`config.mk`:
```
export PLATFORM = sky130hd
export DESIGN_NAME = truth_table_sweeper
export DESIGN_NICKNAME = d
export VERILOG_FILES = /design/src/rtl/truth_table_sweeper.sv
export SDC_FILE = /design/constraint.sdc
export NUM_CORES = 1
export LEC_CHECK = 0
export BUFFER_PORTS_ARGS = -buffer_cell sky130_fd_sc_hd__buf_4
export CAP_MARGIN = 15
export CORE_MARGIN = 5
export CORE_UTILIZATION = 40
export DETAILED_ROUTE_END_ITERATION = 10
export SKIP_LAST_GASP = 1
export SYNTH_ARGS = -nofsm -noshare
export SYNTH_HDL_FRONTEND = slang
export SYNTH_SLANG_ARGS = --single-unit
export TNS_END_PERCENT = 1
```
`constraint.sdc`:
```
create_clock -name clk -period 2.6 [get_ports clk]
set_clock_uncertainty 0.1 [all_clocks]
set_input_delay 0.13 -clock clk [delete_from_list [all_inputs] [get_ports clk]]
set_output_delay 0.13 -clock clk [all_outputs]
set_load 0.01 [all_outputs]
```
`src/rtl/truth_table_sweeper.sv`:
```
// Exhaustive-stimulus engine: walks every N_IN-bit input pattern, holds each for HOLD
// clocks, samples the DUT on the last held cycle and checks it against a truth table.
module truth_table_sweeper #(
  parameter int N_IN = 3,
  parameter int HOLD = 20
) (
  input  logic                  clk,
  input  logic                  rst,
  input  logic                  start,
  input  logic                  stop,
  input  logic                  mode,
  input  logic [(1<<N_IN)-1:0]  expect_tt,
  input  logic                  dut_out,
  output logic [N_IN-1:0]       dut_in,
  output logic                  busy,
  output logic                  done,
  output logic                  pass,
  output logic [N_IN:0]         err_count,
  output logic                  fail_valid,
  output logic [N_IN-1:0]       first_fail
);

  localparam int HC_W = $clog2(HOLD);

  localparam logic [1:0] ST_IDLE = 2'd0;
  localparam logic [1:0] ST_RUN  = 2'd1;
  localparam logic [1:0] ST_FIN  = 2'd2;

  logic [1:0]      state_q, state_d;
  logic [N_IN-1:0] idx_q, idx_d;
  logic [HC_W-1:0] hc_q, hc_d;
  logic            mode_q, mode_d;
  logic            pass_q, pass_d;
  logic [N_IN:0]   err_count_q, err_count_d;
  logic            fail_valid_q, fail_valid_d;
  logic [N_IN-1:0] first_fail_q, first_fail_d;

  logic sample;
  logic last_pat;
  logic mismatch;

  always_comb begin
    state_d      = state_q;
    idx_d        = idx_q;
    hc_d         = hc_q;
    mode_d       = mode_q;
    pass_d       = pass_q;
    err_count_d  = err_count_q;
    fail_valid_d = fail_valid_q;
    first_fail_d = first_fail_q;

    sample   = (state_q == ST_RUN) && (hc_q == HC_W'(HOLD - 1));
    last_pat = &idx_q;
    mismatch = dut_out ^ expect_tt[idx_q];

    case (state_q)
      ST_IDLE: begin
        if (start) begin
          state_d      = ST_RUN;
          idx_d        = '0;
          hc_d         = '0;
          mode_d       = mode;
          err_count_d  = '0;
          fail_valid_d = 1'b0;
          first_fail_d = '0;
        end
      end
      ST_RUN: begin
        if (sample) begin
          if (mismatch) begin
            if (!(&err_count_q)) err_count_d = err_count_q + 1'b1;
            if (!fail_valid_q) begin
              first_fail_d = idx_q;
              fail_valid_d = 1'b1;
            end
          end
          hc_d = '0;
          if (last_pat && !mode_q) begin
            state_d = ST_FIN;
            pass_d  = (err_count_d == '0);
          end else begin
            idx_d = idx_q + 1'b1;
          end
        end else begin
          hc_d = hc_q + 1'b1;
        end
        // An abort only reports a pass if the final pattern was sampled on this same edge.
        if (stop) begin
          state_d = ST_FIN;
          pass_d  = (sample && last_pat) ? (err_count_d == '0) : 1'b0;
        end
      end
      ST_FIN: begin
        state_d = ST_IDLE;
      end
      default: begin
        state_d = ST_IDLE;
      end
    endcase
  end

  always_ff @(posedge clk) begin
    if (rst) begin
      state_q      <= ST_IDLE;
      idx_q        <= '0;
      hc_q         <= '0;
      mode_q       <= 1'b0;
      pass_q       <= 1'b0;
      err_count_q  <= '0;
      fail_valid_q <= 1'b0;
      first_fail_q <= '0;
    end else begin
      state_q      <= state_d;
      idx_q        <= idx_d;
      hc_q         <= hc_d;
      mode_q       <= mode_d;
      pass_q       <= pass_d;
      err_count_q  <= err_count_d;
      fail_valid_q <= fail_valid_d;
      first_fail_q <= first_fail_d;
    end
  end

  assign dut_in     = idx_q;
  assign busy       = (state_q == ST_RUN);
  assign done       = (state_q == ST_FIN);
  assign pass       = pass_q;
  assign err_count  = err_count_q;
  assign fail_valid = fail_valid_q;
  assign first_fail = first_fail_q;

endmodule

```
# Word level (Yosys, flattened, before mapping)
# Cells that the tools add are included.
[op_classes]
add_sub_neg = 3
magnitude_cmp = 1
n_eq_ne = 10
n_mux = 34
bitwise_logic = 1
reduce_logical = 19
[ops]
columns = ["op", "n"]
rows = [
  ["two-way mux 4 bit", 7],
  ["two-way mux 3 bit", 6],
  ["one-hot mux 3 bit (2 select lines)", 2],
  ["AND reduction 4 bit", 3],
  ["two-way mux 5 bit", 2],
  ["one-hot mux 5 bit (2 select lines)", 1],
  ["AND reduction 3 bit", 3],
  ["logical NOT 4 bit", 2],
  ["two-way mux 1 bit", 8],
  ["two-way mux 2 bit", 4],
  ["one-hot mux 4 bit (2 select lines)", 1],
  ["!= test 2 bit (second input constant)", 3],
  ["!= test 3 x 2 -> 1 bit (second input constant)", 2],
  ["nonzero test 2 bit", 3],
  ["adder 5 x 1 -> 5 bit (second input constant)", 1],
  ["== test 5 bit (second input constant)", 1],
  ["AND reduction 5 bit", 1],
  ["adder 4 x 1 -> 4 bit (second input constant)", 1],
  ["< comparator 3 x 4 -> 1 bit (second input constant)", 1],
  ["!= test 2 x 1 -> 1 bit (second input constant)", 2],
  ["one-hot mux 2 bit (2 select lines)", 1],
  ["AND reduction 2 bit", 2],
  ["adder 3 x 1 -> 3 bit (second input constant)", 1],
  ["binary-select mux 1 bit (select 3 bit)", 1],
  ["other kinds (7)", 9],
]
[word_totals]
ff_bits = 20
in_bits = 14

# Longest topological paths before layout
[logic_depth]
depth_word = 11
ltp_mapped = 8

# Worst setup path before layout
# Ideal clock, no wire load.
[synth_path]
path_kind = "register -> register"
startpoint = "register idx_q[0], in the netlist dut_in[0]"
endpoint = "register pass_q, in the netlist pass"
arrival_ns = 1.991
slack_ns = 0.378
path_stages_with_launch = 9
period_less_slack_ns = 2.222
path_cell_list = "dfxtp_1 buf_6 mux2_4 a2bb2oi_2 and2_4 o21ai_0 mux2_2 o311ai_0 a31oi_1"
[synth_between]
elab_chain_len = 11
[synth_rtl]
columns = ["item", "line", "source"]
rows = [
  ["from (decl)", "30", "logic [N_IN-1:0] idx_q, idx_d;"],
  ["from (signal assigned)", "114", "idx_q <= idx_d;"],
  ["binary-select mux 1 bit (select 3 bit)", "54", "mismatch = dut_out ^ expect_tt[idx_q];"],
  ["two-way mux 1 bit (not written as such)", "54", ""],
  ["XOR 1 bit", "54", ""],
  ["two-way mux 4 bit", "70", "if (mismatch) begin"],
  ["two-way mux 4 bit", "69", "if (sample) begin"],
  ["two-way mux 4 bit", "56", "case (state_q)"],
  ["two-way mux 4 bit", "69", ""],
  ["two-way mux 4 bit", "56", ""],
  ["logical NOT 4 bit", "90", "pass_d = (sample && last_pat) ? (err_count_d == '0) : 1'b0;"],
  ["two-way mux 1 bit", "90", ""],
  ["two-way mux 1 bit", "88", "if (stop) begin"],
  ["to (signal assigned)", "117", "pass_q <= pass_d;"],
  ["to (decl)", "33", "logic pass_q, pass_d;"],
]
# Parallel ways exist; a longest one is shown, timed or not. The select of a mux whose other input is x is not followed.
# A chain may end at the register's enable or synchronous reset.

# Final worst setup path
# Same ends and word-level chain as after synthesis.

==> key figures <==
Logic synthesis
  • Synthesized flop and latch total: 20
  • Ys async rst share: 0%
  • Mean post-synth cell area: 8.21 µm²
  • Fraction of the mapped netlist area in adder cells: 4.21%
  • Number of flops mapped to enable cells by yosys: 0
  • Sequential area share after synthesis: 33.6%
  • Synth Net Count: 163
  • Post-synthesis mux area share: 7.26%
  • Mapped Area: 1190 µm²
  • Ys flop type: dfxtp_1
  • Total of warnings raised by yosys: 0
  • Xor/xnor share of the synthesized area: 2.31%
  • Largest family of logic cells by synthesized area: simple AND/OR/NAND/NOR gates
  • Share of the synthesized area in the top cell type: 33.6%
  • Yosys cell types: 41
  • Synth Instances: 145
  • Area contributors post-synth: dfxtp_1, a21oi_1, mux2i_1
  • Yosys top cell by area: dfxtp_1
  • Synth Area in Compound Gates: 21.5%
  • Simple-Gate Fraction of Synth Area: 27.7%

Timing
  • Final max-slew violation count: 0
  • Actual slew at the worst max-slew pin: 0.653 ns
  • FMAX: 0.435 GHz
  • RSZ-0062 raised after global routing: false
  • Fin crit share: 88.5%
  • Final hold violation count: 0
  • Final setup TNS: 0 ns
  • Worst slew margin: 56.4%
  • Tmin final: 2.30 ns
  • Final setup viols: 0

Routing
  • Final ANT Viol Nets: 0
  • DR vias/cell: 5.56
  • DR iter-0 viols: 52
  • Drt first pass iters: 4
  • Residual DRC count: 0
  • Post-Route WL: 2.94 mm
  • Vias post-DR: 1140
  • WL/cell: 14.3 µm

Worst hold path
  • Hold_sp: rst
  • Worst hold endpoint: dut_in[0]$_SDFFE_PP0P_
  • HP Class: in2reg
  • Hold Path Depth: 2

GRT
  • First-pass GRT wire length: 4.89 mm
  • Number of global-route vias before repair: 1100
  • Initial antenna violation count: 0
  • GR Util All Layers: 14.5%
  • Largest net degree at the start of global routing: 21
  • Grt total ovfl: 0

Pwr
  • Worst VDD drop: 313 µV
  • Leak: 0.612 nW
  • Power Density: 401 nW/µm²

Die
  • Die X: 64.5 µm
  • Site Rows: 19
  • Die H: 64.5 µm
  • Core Footprint: 2810 µm²
  • Initial Utilization: 42.4%
  • IO Count: 28
  • Die area: 4170 µm²

Flow run
  • Max-Cap Viols: 0

CTS
  • H-tree depth: 1
  • Clock Path Buffers: 2
  • Clk slew on worst S/H paths: 0.12 ns
  • CTS Buf Count: 3
  • Skew-Pair Late Insertion Delay: 0.30 ns
  • Post-CTS Setup Repair Bufs: 0
  • Sink Count: 20
  • CTS Root Cell: clkbuf_4
  • CTS tree: done

Status
  • Status: complete, no violations

Placed design
  • Input/output buffers: 27
  • RePlAce Congestion: 0.779
  • HPWL after DPL: 2.22 mm
  • # placed instances: 200
  • Placed cell area: 1420 µm²

Critical path
  • Setup crit start kind: flop
  • Critical Path Sink Type: flop
  • Worst reg2reg path endpoint: pass$_SDFFE_PP0P_
  • Reg2reg start: dut_in[0]$_SDFFE_PP0P_
  • Reg2reg setup slack: 0.30 ns
  • R2R cell count: 7
  • Worst setup path class: reg2reg
  • WP data arrival: 2.38 ns
  • Req. time, crit path: 2.68 ns
  • Crit path max fanout: 9

Final layout
  • Nets@finish: 193
  • Filler cells: 271
  • Total inserted antenna cells: 0
  • Finished Layout Cells: 205
  • Layout area overhead: 23.0%
  • Final instance area: 1460 µm²
  • Share of layout cells above drive strength 1: 24.7%
## final cells by class
cell class | instances | area [µm²] | share of cell area [%]
multi-input combinational | 116 | 748 | 51.1
clock buffer | 4 | 36.3 | 2.48
timing repair buffer | 29 | 220 | 15.0
sequential | 20 | 402 | 27.4
tap | 31 | 38.8 | 2.65
inverter | 5 | 18.8 | 1.28
## cell families after synthesis
group | Yosys count
AO/OA/AOI/OAI | 40
XOR/XNOR | 1
adder cells (fa/ha/maj) | 4
buffers and inverters | 9
flip-flops | 20
multiplexers | 8
AND/OR/NAND/NOR | 63
## flip-flops by register name, summed over array words and instances (netlist names)
register / flops
mode_q: 1
hc_q: 5
err_count: 4
pass: 1
fail_valid: 1
first_fail: 3
dut_in: 3
state_q: 2
## repair_timing
item,4_1_cts,5_1_grt
hold buffers,1,0
setup endpoints to repair,0,1
hold endpoints to repair,1,0
gates resized for setup,0,1
## metrics by stage
stage	hold WS, ns	util, %	setup WS [ns]	power [mW]
after floorplan	0.174	-	0.378	0.376
after global placement	0.268	50.5	0.299	0.409
after detailed placement	0.279	50.5	0.199	0.410
after CTS	0.0448	52.1	0.180	0.593
after global routing	0.0457	52.2	0.103	0.614
final	0.0517	52.2	0.300	0.588
## synthesized netlist by cell type (2+ instances only)
library cell / count
a21oi_1: 18
a31oi_1: 4
and2_1: 2
clkbuf_1: 2
dfxtp_1: 20
ha_1: 4
inv_1: 5
mux2i_1: 6
nand2_1: 14
nand2b_1: 3
nand3_1: 10
nor2_1: 13
nor2b_1: 6
nor3_1: 5
o211ai_1: 3
o21ai_0: 5
## worst max-delay path by stage
stage | start | cells past startpoint | slack [ns] | endpoint
floorplan | dut_in[0]$_SDFFE_PP0P_ | 8 | 0.38 | pass$_SDFFE_PP0P_
global placement | dut_in[0]$_SDFFE_PP0P_ | 7 | 0.30 | pass$_SDFFE_PP0P_
detailed placement | dut_in[0]$_SDFFE_PP0P_ | 7 | 0.20 | pass$_SDFFE_PP0P_
CTS | dut_in[0]$_SDFFE_PP0P_ | 7 | 0.18 | pass$_SDFFE_PP0P_
global route | dut_in[0]$_SDFFE_PP0P_ | 7 | 0.10 | pass$_SDFFE_PP0P_
finish | dut_in[0]$_SDFFE_PP0P_ | 7 | 0.30 | pass$_SDFFE_PP0P_
## per-layer routing
layer	up-vias	track usage, %	share of wire, %
li1	594	-	-
met2	20	25.6	47
met5	-	0	0
met1	524	17.8	48
met3	2	2.59	4.2
met4	0	4.22	0.61
## where the power goes
part	switching, mW	internal [mW]
clock	0.0979	0.0853
sequential	0.00433	0.312
combinational	0.0467	0.0413
## worst max-delay path: stages (launching register included)
cell,delay [ns]
dfxtp_2,0.48
mux2_4,0.33
a2bb2oi_2,0.16
and2_4,0.16
o21ai_0,0.20
mux2_2,0.37
o311ai_0,0.30
a31oi_1,0.08
## cells in the final DEF, fill, tap and decap left out, types with 2 or more instances in the layout
master and count:
a31oi_1 4, buf_4 28, nor2_1 13, o21ai_0 5
a21oi_1 18, clkbuf_4 3, ha_1 4, o211ai_1 3
mux2i_1 6, nand3_1 10, inv_1 5, nor2b_1 6
nand2_1 14, and2_1 2, nand2b_1 3, dfxtp_1 19
nor3_1 5
Note: power is estimated with default switching activity, not from simulation.
